==> config.mk <==
export PLATFORM = sky130hd
export DESIGN_NAME = control_pipe
export DESIGN_NICKNAME = d
export VERILOG_FILES = /design/src/rtl/ctrl_pkg.sv /design/src/rtl/ctrl_decode.sv /design/src/rtl/control_pipe.sv
export SDC_FILE = /design/constraint.sdc
export NUM_CORES = 1
export LEC_CHECK = 0
export BUFFER_PORTS_ARGS = -buffer_cell sky130_fd_sc_hd__buf_2
export CORE_MARGIN = 2
export CORE_UTILIZATION = 35
export DETAILED_ROUTE_END_ITERATION = 16
export HOLD_SLACK_MARGIN = 0.05
export PLACE_DENSITY = 0.59
export SYNTH_ARGS = -nofsm -noshare
export SYNTH_HDL_FRONTEND = slang
export SYNTH_SLANG_ARGS = --single-unit
==> constraint.sdc <==
create_clock -name Clk -period 1.6 [get_ports Clk]
set_input_delay 0.24 -clock Clk [delete_from_list [all_inputs] [get_ports Clk]]
set_output_delay 0.24 -clock Clk [all_outputs]
set_load 0.03 [all_outputs]
==> src/rtl/ctrl_pkg.sv <==
// rtl/ctrl_pkg.sv - opcode/funct codes, ALUOp codes and control bundle shared by control_pipe
package ctrl_pkg;

  localparam logic [5:0] OP_RTYPE    = 6'b000000;
  localparam logic [5:0] OP_ADDI     = 6'b001000;
  localparam logic [5:0] OP_ADDIU    = 6'b001001;
  localparam logic [5:0] OP_SLTI     = 6'b001010;
  localparam logic [5:0] OP_SLTIU    = 6'b001011;
  localparam logic [5:0] OP_ANDI     = 6'b001100;
  localparam logic [5:0] OP_ORI      = 6'b001101;
  localparam logic [5:0] OP_XORI     = 6'b001110;
  localparam logic [5:0] OP_SPECIAL2 = 6'b011100;
  localparam logic [5:0] OP_SPECIAL3 = 6'b011111;

  localparam logic [5:0] F_SLL   = 6'b000000;
  localparam logic [5:0] F_SRL   = 6'b000010;
  localparam logic [5:0] F_SRA   = 6'b000011;
  localparam logic [5:0] F_SLLV  = 6'b000100;
  localparam logic [5:0] F_SRLV  = 6'b000110;
  localparam logic [5:0] F_SRAV  = 6'b000111;
  localparam logic [5:0] F_MOVZ  = 6'b001010;
  localparam logic [5:0] F_MOVN  = 6'b001011;
  localparam logic [5:0] F_MULT  = 6'b011000;
  localparam logic [5:0] F_MULTU = 6'b011001;
  localparam logic [5:0] F_ADD   = 6'b100000;
  localparam logic [5:0] F_ADDU  = 6'b100001;
  localparam logic [5:0] F_SUB   = 6'b100010;
  localparam logic [5:0] F_AND   = 6'b100100;
  localparam logic [5:0] F_OR    = 6'b100101;
  localparam logic [5:0] F_XOR   = 6'b100110;
  localparam logic [5:0] F_NOR   = 6'b100111;
  localparam logic [5:0] F_SLT   = 6'b101010;
  localparam logic [5:0] F_SLTU  = 6'b101011;

  localparam logic [5:0] F2_MADD = 6'b000000;
  localparam logic [5:0] F2_MUL  = 6'b000010;
  localparam logic [5:0] F2_MSUB = 6'b000100;

  localparam logic [4:0] SH_SEB = 5'b10000;
  localparam logic [4:0] SH_SEH = 5'b11000;

  localparam logic [5:0] ALU_ADD   = 6'b000001;
  localparam logic [5:0] ALU_ADDU  = 6'b000010;
  localparam logic [5:0] ALU_SUB   = 6'b000011;
  localparam logic [5:0] ALU_MUL   = 6'b000100;
  localparam logic [5:0] ALU_MULT  = 6'b000101;
  localparam logic [5:0] ALU_MULTU = 6'b000110;
  localparam logic [5:0] ALU_MADD  = 6'b000111;
  localparam logic [5:0] ALU_MSUB  = 6'b001000;
  localparam logic [5:0] ALU_AND   = 6'b011000;
  localparam logic [5:0] ALU_OR    = 6'b011001;
  localparam logic [5:0] ALU_NOR   = 6'b011010;
  localparam logic [5:0] ALU_XOR   = 6'b011011;
  localparam logic [5:0] ALU_SEH   = 6'b011100;
  localparam logic [5:0] ALU_SLL   = 6'b011101;
  localparam logic [5:0] ALU_SRL   = 6'b011110;
  localparam logic [5:0] ALU_SLT   = 6'b011111;
  localparam logic [5:0] ALU_MOVN  = 6'b100000;
  localparam logic [5:0] ALU_MOVZ  = 6'b100001;
  localparam logic [5:0] ALU_ROTR  = 6'b100010;
  localparam logic [5:0] ALU_SRA   = 6'b100011;
  localparam logic [5:0] ALU_SEB   = 6'b100100;
  localparam logic [5:0] ALU_SLTU  = 6'b100101;

  typedef struct packed {
    logic       reg_write;
    logic       mem_write;
    logic       mem_read;
    logic       mem_to_reg;
    logic       reg_dst;
    logic       alu_src;
    logic       branch;
    logic       hilo_ctl;
    logic       zero_extend;
    logic [5:0] alu_op;
  } ctrl_t;

  localparam int CTRL_W = $bits(ctrl_t);

  // Instructions that occupy the shared HI/LO multiplier.
  function automatic logic is_mul_class(input logic [5:0] op, input logic [5:0] funct);
    return ((op == OP_RTYPE) && ((funct == F_MULT) || (funct == F_MULTU))) ||
           ((op == OP_SPECIAL2) &&
            ((funct == F2_MUL) || (funct == F2_MADD) || (funct == F2_MSUB)));
  endfunction

endpackage

==> src/rtl/ctrl_decode.sv <==
// rtl/ctrl_decode.sv - combinational MIPS instruction to control bundle decode
module ctrl_decode
  import ctrl_pkg::*;
(
  input  logic [31:0]       instr,
  output logic [CTRL_W-1:0] ctrl_bits,
  output logic              illegal,
  output logic              is_mul
);

  logic [5:0] op;
  logic [5:0] funct;
  logic [4:0] shamt;
  ctrl_t      c;
  logic       bad;
  logic       unused_fields;

  assign op            = instr[31:26];
  assign funct         = instr[5:0];
  assign shamt         = instr[10:6];
  assign unused_fields = ^{instr[25:22], instr[20:11]};

  always_comb begin
    c   = '0;
    bad = 1'b0;
    case (op)
      OP_RTYPE: begin
        c.reg_dst   = 1'b1;
        c.reg_write = 1'b1;
        case (funct)
          F_ADD:          c.alu_op = ALU_ADD;
          F_ADDU:         c.alu_op = ALU_ADDU;
          F_SUB:          c.alu_op = ALU_SUB;
          F_AND:          c.alu_op = ALU_AND;
          F_OR:           c.alu_op = ALU_OR;
          F_NOR:          c.alu_op = ALU_NOR;
          F_XOR:          c.alu_op = ALU_XOR;
          F_SLL, F_SLLV:  c.alu_op = ALU_SLL;
          // rotate variants reuse the logical-shift funct codes, selected by bit 21 / bit 6
          F_SRL:          c.alu_op = instr[21] ? ALU_ROTR : ALU_SRL;
          F_SRLV:         c.alu_op = instr[6] ? ALU_ROTR : ALU_SRL;
          F_SRA, F_SRAV:  c.alu_op = ALU_SRA;
          F_SLT:          c.alu_op = ALU_SLT;
          F_SLTU:         c.alu_op = ALU_SLTU;
          F_MOVN:         c.alu_op = ALU_MOVN;
          F_MOVZ:         c.alu_op = ALU_MOVZ;
          F_MULT, F_MULTU: begin
            c.alu_op    = (funct == F_MULT) ? ALU_MULT : ALU_MULTU;
            c.reg_dst   = 1'b0;
            c.reg_write = 1'b0;
            c.hilo_ctl  = 1'b1;
          end
          default:        bad = 1'b1;
        endcase
      end
      OP_ADDI, OP_ADDIU, OP_SLTI, OP_SLTIU, OP_ANDI, OP_ORI, OP_XORI: begin
        c.alu_src     = 1'b1;
        c.reg_write   = 1'b1;
        c.zero_extend = (op == OP_ANDI) || (op == OP_ORI) || (op == OP_XORI);
        case (op)
          OP_ADDI:  c.alu_op = ALU_ADD;
          OP_ADDIU: c.alu_op = ALU_ADDU;
          OP_SLTI:  c.alu_op = ALU_SLT;
          OP_SLTIU: c.alu_op = ALU_SLTU;
          OP_ANDI:  c.alu_op = ALU_AND;
          OP_ORI:   c.alu_op = ALU_OR;
          default:  c.alu_op = ALU_XOR;
        endcase
      end
      OP_SPECIAL2: begin
        c.hilo_ctl = 1'b1;
        c.reg_dst  = 1'b1;
        case (funct)
          F2_MUL: begin
            c.alu_op    = ALU_MUL;
            c.reg_write = 1'b1;
          end
          F2_MADD: c.alu_op = ALU_MADD;
          F2_MSUB: c.alu_op = ALU_MSUB;
          default: bad = 1'b1;
        endcase
      end
      OP_SPECIAL3: begin
        c.reg_dst   = 1'b1;
        c.alu_src   = 1'b1;
        c.reg_write = 1'b1;
        case (shamt)
          SH_SEB:  c.alu_op = ALU_SEB;
          SH_SEH:  c.alu_op = ALU_SEH;
          default: bad = 1'b1;
        endcase
      end
      default: bad = 1'b1;
    endcase
    // an illegal encoding must never enable a write; the trap rides along on Illegal
    if (bad) begin
      c = '0;
    end
  end

  assign ctrl_bits = c;
  assign illegal   = bad;
  assign is_mul    = is_mul_class(op, funct);

endmodule

==> src/rtl/control_pipe.sv <==
// rtl/control_pipe.sv - registered ID/EX control decode with handshake, stall, flush and HI/LO interlock
module control_pipe
  import ctrl_pkg::*;
#(
  parameter int ALUOP_W     = 6,
  parameter int MUL_LATENCY = 4
) (
  input  logic               Clk,
  input  logic               Rst_n,
  input  logic [31:0]        InstrIn,
  input  logic               InValid,
  output logic               InReady,
  input  logic               Stall,
  input  logic               Flush,
  output logic               OutValid,
  output logic               RegWrite,
  output logic               MemWrite,
  output logic               MemRead,
  output logic               MemtoReg,
  output logic               RegDst,
  output logic               ALUSrc,
  output logic               Branch,
  output logic               HiLoCtl,
  output logic               ZeroExtend,
  output logic [ALUOP_W-1:0] ALUOp,
  output logic               Illegal,
  output logic               HiLoBusy
);

  // The issuing cycle is the first busy cycle, so the counter holds the remaining
  // MUL_LATENCY-1 cycles; the next multiply issues exactly MUL_LATENCY cycles later.
  localparam int CNT_W    = (MUL_LATENCY > 2) ? $clog2(MUL_LATENCY) : 1;
  localparam int LOAD_INT = (MUL_LATENCY > 0) ? MUL_LATENCY - 1 : 0;
  localparam logic [CNT_W-1:0] MUL_LOAD = CNT_W'(LOAD_INT);

  logic [CTRL_W-1:0] dec_bits;
  ctrl_t             dec_ctrl;
  logic              dec_illegal;
  logic              dec_is_mul;
  logic              accept;
  logic [CNT_W-1:0]  mul_cnt;
  ctrl_t             ctrl_q;
  logic              valid_q;
  logic              illegal_q;

  ctrl_decode u_decode (
    .instr     (InstrIn),
    .ctrl_bits (dec_bits),
    .illegal   (dec_illegal),
    .is_mul    (dec_is_mul)
  );

  assign dec_ctrl = ctrl_t'(dec_bits);
  assign HiLoBusy = (mul_cnt != '0);
  assign InReady  = !Stall && !(HiLoBusy && dec_is_mul);
  assign accept   = InValid && InReady;

  always_ff @(posedge Clk or negedge Rst_n) begin
    if (!Rst_n) begin
      mul_cnt   <= '0;
      ctrl_q    <= '0;
      valid_q   <= 1'b0;
      illegal_q <= 1'b0;
    end else begin
      // a flushed multiply has still issued to HI/LO, so the interlock ignores Flush
      if (accept && dec_is_mul) begin
        mul_cnt <= MUL_LOAD;
      end else if (mul_cnt != '0) begin
        mul_cnt <= mul_cnt - CNT_W'(1);
      end

      if (Flush) begin
        ctrl_q    <= '0;
        valid_q   <= 1'b0;
        illegal_q <= 1'b0;
      end else if (Stall) begin
        ctrl_q    <= ctrl_q;
        valid_q   <= valid_q;
        illegal_q <= illegal_q;
      end else if (accept) begin
        ctrl_q    <= dec_ctrl;
        valid_q   <= 1'b1;
        illegal_q <= dec_illegal;
      end else begin
        ctrl_q    <= '0;
        valid_q   <= 1'b0;
        illegal_q <= 1'b0;
      end
    end
  end

  assign OutValid   = valid_q;
  assign RegWrite   = ctrl_q.reg_write;
  assign MemWrite   = ctrl_q.mem_write;
  assign MemRead    = ctrl_q.mem_read;
  assign MemtoReg   = ctrl_q.mem_to_reg;
  assign RegDst     = ctrl_q.reg_dst;
  assign ALUSrc     = ctrl_q.alu_src;
  assign Branch     = ctrl_q.branch;
  assign HiLoCtl    = ctrl_q.hilo_ctl;
  assign ZeroExtend = ctrl_q.zero_extend;
  assign ALUOp      = ALUOP_W'(ctrl_q.alu_op);
  assign Illegal    = illegal_q;

endmodule

==> summary.md, run 1 <==
| Metric | Value |
|---|---|
| Status | `finished, violations left` |
| Gr ovfl total | `0` |
| Clock root buffer | `clkbuf_8` |
| Post-DP HPWL | `3.093 mm` |
| GR Util All Layers | `0.1750` |
| Final Setup Violations | `13` |
| Number of flops mapped to enable cells by yosys | `0` |
| CP startpoint kind | `input port` |
| Ant. Diodes | `0` |
| Core area | `3744 sq um` |
| Crit Path Max Fanout | `2` |
| Drt drc | `0` |
| Yosys warns | `0` |
| Initial antenna violation count | `0` |
| Area leader, netlist | `dfrtp_1` |
| Most common cell in the netlist | `nand2_1` |
| Wire per inst | `12.96 um` |
| Most frequent cells after synthesis | `nand2_1, dfrtp_1, nor2_1, a21oi_1, o21ai_0` |
| Post-route minimum period | `1.822 ns` |
| Post-synth top area share | `0.2688` |
| Via count | `1559` |
| TNS Setup | `-1.969 ns` |
| Ports | `56` |
| Clock Pin Slew Worst Setup and Hold Paths | `0.06 ns` |
| Die H | `67.16 um` |
| Fin. max-slew vios | `0` |
| Via density | `5.197` |
| Worst setup margin | `-0.2218 ns` |
| Post-Layout Inst Area | `2061 sq um` |
| Leak | `0.0009474 uW` |
| H-Tree Depth | `1` |
| Largest net degree at the start of global routing | `16` |
| Cts bufs inserted | `3` |
| Hold WC Path Type | `input port to register` |
| Maximum vdd ir drop | `0.0002521 V` |
| Layout cells sized above 1 | `0.4405` |
| Distinct cell type count after synthesis | `53` |
| Placed Area | `1898 sq um` |
| Max Clk Rate | `548.9 MHz` |
| Post-route ant nets | `0` |
| GP Congestion | `0.8150` |
| Area occupied by registers | `375.4 sq um` |
| Ys async rst share | `1.000` |
| Clk buf depth | `2` |
| Area delta synth->final | `47.58%` |
| Nets | `291` |
| Mapped Area | `1396 sq um` |
| Clock Latency Late Sink | `0.25 ns` |
| First-iteration detailed-routing DRC count | `110` |
| Unrepaired setup endpoints after global routing | `true` |
| Place WS | `-0.4381 ns` |
| Ranking of synthesized cells by area | `dfrtp_1, nand2_1, o21ai_2` |
| DR pass1 iterations | `4` |
| Worst EP arrival | `1.58 ns` |
| Critical path class | `input port to primary output` |
| Mapped Avg Cell Area | `7.801 sq um` |
| Yosys reg bits | `15` |
| Clock Sinks | `15` |
| Global-route wire length before repair | `6.078 mm` |
| Rows | `22` |
| Max_cap viols | `0` |
| Post-CTS Repair Setup Buffers | `0` |
| Pwr Total | `1171 uW` |
| Worst EP required | `1.36 ns` |
| Period utilization | `1.139` |
| PortBufs | `37` |
| Setup Skew | `0.004645 ns` |
| Die W | `67.16 um` |
| Hold_ws | `0.3627 ns` |
| Post-Syn Instances | `179` |
| DIE AREA | `4510 sq um` |
| Initial Util | `0.3730` |
| Primary FF master, synth | `dfrtp_1` |
| Number of fill cells | `378` |
| Violations in the final reports | `setup timing` |
| TritonCTS clock tree | `yes` |
| Number of global-route vias before repair | `1333` |
| Final wirelength | `3.889 mm` |
| Register area share after synthesis | `0.2688` |
| Crit. End Element | `primary output` |
| Multi-input logic area | `991.0 sq um` |
| Total power per unit cell area | `568.3 nW/um^2` |
| Final hold vios | `0` |
[logic make-up after synthesis]
logic type               share of synthesized area
AO/OA/AOI/OAI                               0.3154
AND/OR/NAND/NOR                             0.3109
adder cells (fa/ha/maj)                   0.008959
buffers and inverters                      0.08602
other                                     0.002686
multiplexers                              0.007169
flip-flops                                  0.2688
[registers in the layout (all words and copies together) (netlist names)]
signal      count
ALUOp           6
ALUSrc          1
HiLoCtl         1
Illegal         1
OutValid        1
RegDst          1
RegWrite        1
ZeroExtend      1
mul_cnt         2
[per-layer routing]
metal | vias up | global-route usage | routed length, um
met5 | - | 0 | 0
met4 | 0 | 0.05357 | 34
met3 | 3 | 0.01500 | 184
met2 | 53 | 0.2809 | 1837
met1 | 701 | 0.2492 | 1833
li1 | 802 | - | -
[worst max-delay path, cell delays in order]
cell	delay, ns
buf_6	0.09
or2_4	0.26
a2111oi_4	0.28
buf_4	0.18
buf_6	0.09
a22oi_2	0.05
nor2_2	0.11
buf_4	0.13
nor2_2	0.03
buf_6	0.13
[per-stage QoR]
stage	utilization	instances
2_1_floorplan	-	182
3_3_place_gp	0.5070	295
3_5_place_dp	0.5070	295
4_1_cts	0.5328	300
5_1_grt	0.5505	300
6_report	0.5505	300
[repair_timing]
item | 4_1_cts | 5_1_grt
endpoints found under the setup margin | 15 | 16
resized for setup | 7 | 13
cloned | 0 | 0
hold endpoints to repair | 15 | 0
hold buffers | 1 | 0
pin swaps | 3 | 6
[power by group]
| part | internal [uW] | switching (uW) | total (uW) |
|---|---|---|---|
| sequential | 411 | 16.4 | 428 |
| combinational | 181 | 249 | 430 |
| clock | 177 | 137 | 313 |
| total | 769 | 402 | 1170 |
[placed cells by master (no fill, tap or decap), types with 3 or more instances in the layout]
cell and n:
buf_4 41, buf_2 33, nand2_1 20, dfrtp_1 15, a21oi_1 10, o21ai_0 10
nor2_1 9, o21ai_2 9, inv_1 8, nor3_1 8, nor2b_1 7, nand2b_1 6
buf_6 5, o22ai_1 4, conb_1 4, or3_1 3, a211oi_1 3, a31oi_1 3
clkbuf_8 3
[path summary, 6_finish.rpt]
check                      slack [ns]  cells past startpoint       start         end
max                             -0.22                     10  InstrIn[3]     InReady
min                              0.36                      4       Flush    ALUOp[3]
max reg2reg                      0.31                      6  mul_cnt[0]    ALUOp[3]
min reg2reg                      0.47                      2    RegWrite    RegWrite
max in group asynchronous        0.92                      2       Rst_n  ZeroExtend
min in group asynchronous        0.43                      2       Rst_n    ALUOp[3]
[area by class of cell]
| cell class | instances | area share |
|---|---|---|
| clock buffer | 4 | 0.02186 |
| tap | 48 | 0.02914 |
| sequential | 15 | 0.1821 |
| timing repair buffer | 81 | 0.2714 |
| inverter | 8 | 0.01457 |
| multi-input combinational | 144 | 0.4809 |
No activity file was read; power rests on OpenSTA's default activity.
==> inputs of run 2 (changes only) <==
==> constraint.sdc (replaced) <==
create_clock -name Clk -period 2.23 [get_ports Clk]
set_input_delay 0.3345 -clock Clk [delete_from_list [all_inputs] [get_ports Clk]]
set_output_delay 0.3345 -clock Clk [all_outputs]
set_load 0.03 [all_outputs]
==> run 2 against run 1 <==
The flow now finishes without violations. Final cell count down 9.3%. Global-route usage is 1.0 points lower. Setup slack improved by 0.45 ns. Hold slack improved by 0.11 ns. Largest cell class unchanged.
==> summary.md, run 2 (synthesized netlist as in run 1, its figures left out) <==
| Metric | Value |
|---|---|
| Worst reg2reg path endpoint | `ALUOp[3]` |
| Ports | `56 (unchanged)` |
| Cells on worst reg2reg path | `6 (unchanged)` |
| TritonCTS clock tree | `yes` |
| Number of global-route vias before repair | `1250 (-6.2%)` |
| Period utilization | `0.8986` |
| Worst EP arrival | `1.67 ns (+0.09 ns)` |
| Leading cell type in the layout, fill and taps excluded | `buf_2` |
| TNS Setup | `0 ns (+1.969 ns)` |
| Post-DP HPWL | `2.833 mm (-8.4%)` |
| Post-CTS Resized | `0 (-7)` |
| DIE AREA | `4510 sq um (unchanged)` |
| Worst EP required | `1.90 ns (+0.54 ns)` |
| R2r setup slk | `0.89 ns (+0.58 ns)` |
| CP startpoint kind | `input port` |
| Via density | `5.338 (+2.7%)` |
| Post-route ant nets | `0 (unchanged)` |
| Max Clk Rate | `499.0 MHz` |
| Leak | `0.0007799 uW (-18%)` |
| Worst-Margin Slew | `0.8484 ns` |
| Die W | `67.16 um (unchanged)` |
| Critical path class | `input port to primary output` |
| PortBufs | `37 (unchanged)` |
| Final Util | `0.4659 (-0.08456)` |
| Crit Path Max Fanout | `3 (+1)` |
| Worst setup path endpoint | `InReady` |
| Unrepaired setup endpoints after global routing | `false` |
| DR pass1 iterations | `5 (+1)` |
| Max_cap viols | `0 (unchanged)` |
| Post-route minimum period | `2.004 ns` |
| Die H | `67.16 um (unchanged)` |
| Via count | `1452 (-6.9%)` |
| Gr ovfl total | `0 (unchanged)` |
| Final hold vios | `0 (unchanged)` |
| First-iteration detailed-routing DRC count | `65 (-41%)` |
| Global-route wire length before repair | `5.796 mm (-4.6%)` |
| Crit. Startpoint | `InstrIn[30]` |
| Nets | `263 (-9.6%)` |
| Final Setup Violations | `0 (-13)` |
| Layout cells sized above 1 | `0.3348 (-0.1057)` |
| Ant. Diodes | `0 (unchanged)` |
| GR Util All Layers | `0.1647 (-0.01029)` |
| Setup Skew | `0.004336 ns (-0.0003087 ns)` |
| Initial Util | `0.3730 (unchanged)` |
| Hold WC Path Type | `register to register` |
| Drt drc | `0 (unchanged)` |
| Hold Buf Count CTS | `1 (unchanged)` |
| Largest net degree at the start of global routing | `16 (unchanged)` |
| Area delta synth->final | `24.91%` |
| Clock Latency Late Sink | `0.24 ns (about the same)` |
| Initial antenna violation count | `0 (unchanged)` |
| Post-CTS Repair Setup Buffers | `0 (unchanged)` |
| Status | `completed` |
| Final wirelength | `3.518 mm (-9.5%)` |
| Core area | `3744 sq um (unchanged)` |
| Clock root buffer | `clkbuf_8` |
| R2R Path Start | `mul_cnt[0]` |
| Fin. max-slew vios | `0 (unchanged)` |
| GP Congestion | `0.9815 (+20%)` |
| Most frequent cells in the layout | `buf_2, nand2_1, dfrtp_1, buf_4, nor2_1` |
| Cts bufs inserted | `3 (unchanged)` |
| Max reg flops | `6 (unchanged)` |
| H-Tree Depth | `1 (unchanged)` |
| Crit. End Element | `primary output` |
| Clock Pin Slew Worst Setup and Hold Paths | `0.06 ns (about the same)` |
| Clk buf depth | `2 (unchanged)` |
| Maximum vdd ir drop | `0.0001557 V (-38%)` |
| Rows | `22 (unchanged)` |
| Rel. slew slack | `0.4332` |
| Wire per inst | `12.93 um (-0.23%)` |
| Total power per unit cell area | `449.9 nW/um^2 (-21%)` |
| Clock Sinks | `15 (unchanged)` |
## run 2: worst min path at each step
| stage | start | cells after the start | to |
|---|---|---|---|
| global placement | Rst_n | 1 | ALUOp[0] |
| detailed placement | Rst_n | 1 | ALUOp[1] |
| finish | ALUOp[1] | 2 | ALUOp[1] |
| floorplan | Rst_n | 0 | ALUOp[0] |
| CTS | mul_cnt[0] | 1 | mul_cnt[0] |
| global route | ALUOp[0] | 2 | ALUOp[0] |
## run 2: per-layer routing
metal / GRT usage / part of all wire
met1: 0.2518 / 0.50
met2: 0.2488 / 0.43
met3: 0.01500 / 0.063
met4: 0.03827 / 0.0077
met5: 0 / 0
## run 2: final cells by class
cell class	instances	area, sq um
clock buffers	3	41.29
clock inverters	1	5.005
fillers	405	1999
inverters	8	30.03
multi-input cells	144	912.1
flip-flops and latches	15	375.4
well taps	48	60.06
repair buffers	53	320.3
## run 2: power breakdown
part / internal, uW / switching [uW]
clock network: 123 / 89.2
registers: 295 / 11.8
logic: 100 / 165
## run 2: worst max-delay path: stages
cell	delay (ns)
buf_2	0.10
or4_4	0.55
nor3_2	0.15
a22oi_1	0.13
nor2_1	0.18
nor2_1	0.05
buf_2	0.17
## run 2: through the flow
step	power, uW	setup slack [ns]	cell area, sq um	cells	hold slack [ns]
2_1_floorplan	492.6	0.2987	1408	182	0.03891
3_3_place_gp	571.4	0.07832	1688	267	0.2535
3_5_place_dp	577.3	0.02166	1688	267	0.2588
4_1_cts	794.9	0.2057	1744	272	0.4739
5_1_grt	842.1	0.1101	1744	272	0.4917
6_report	784.7	0.2261	1744	272	0.4680
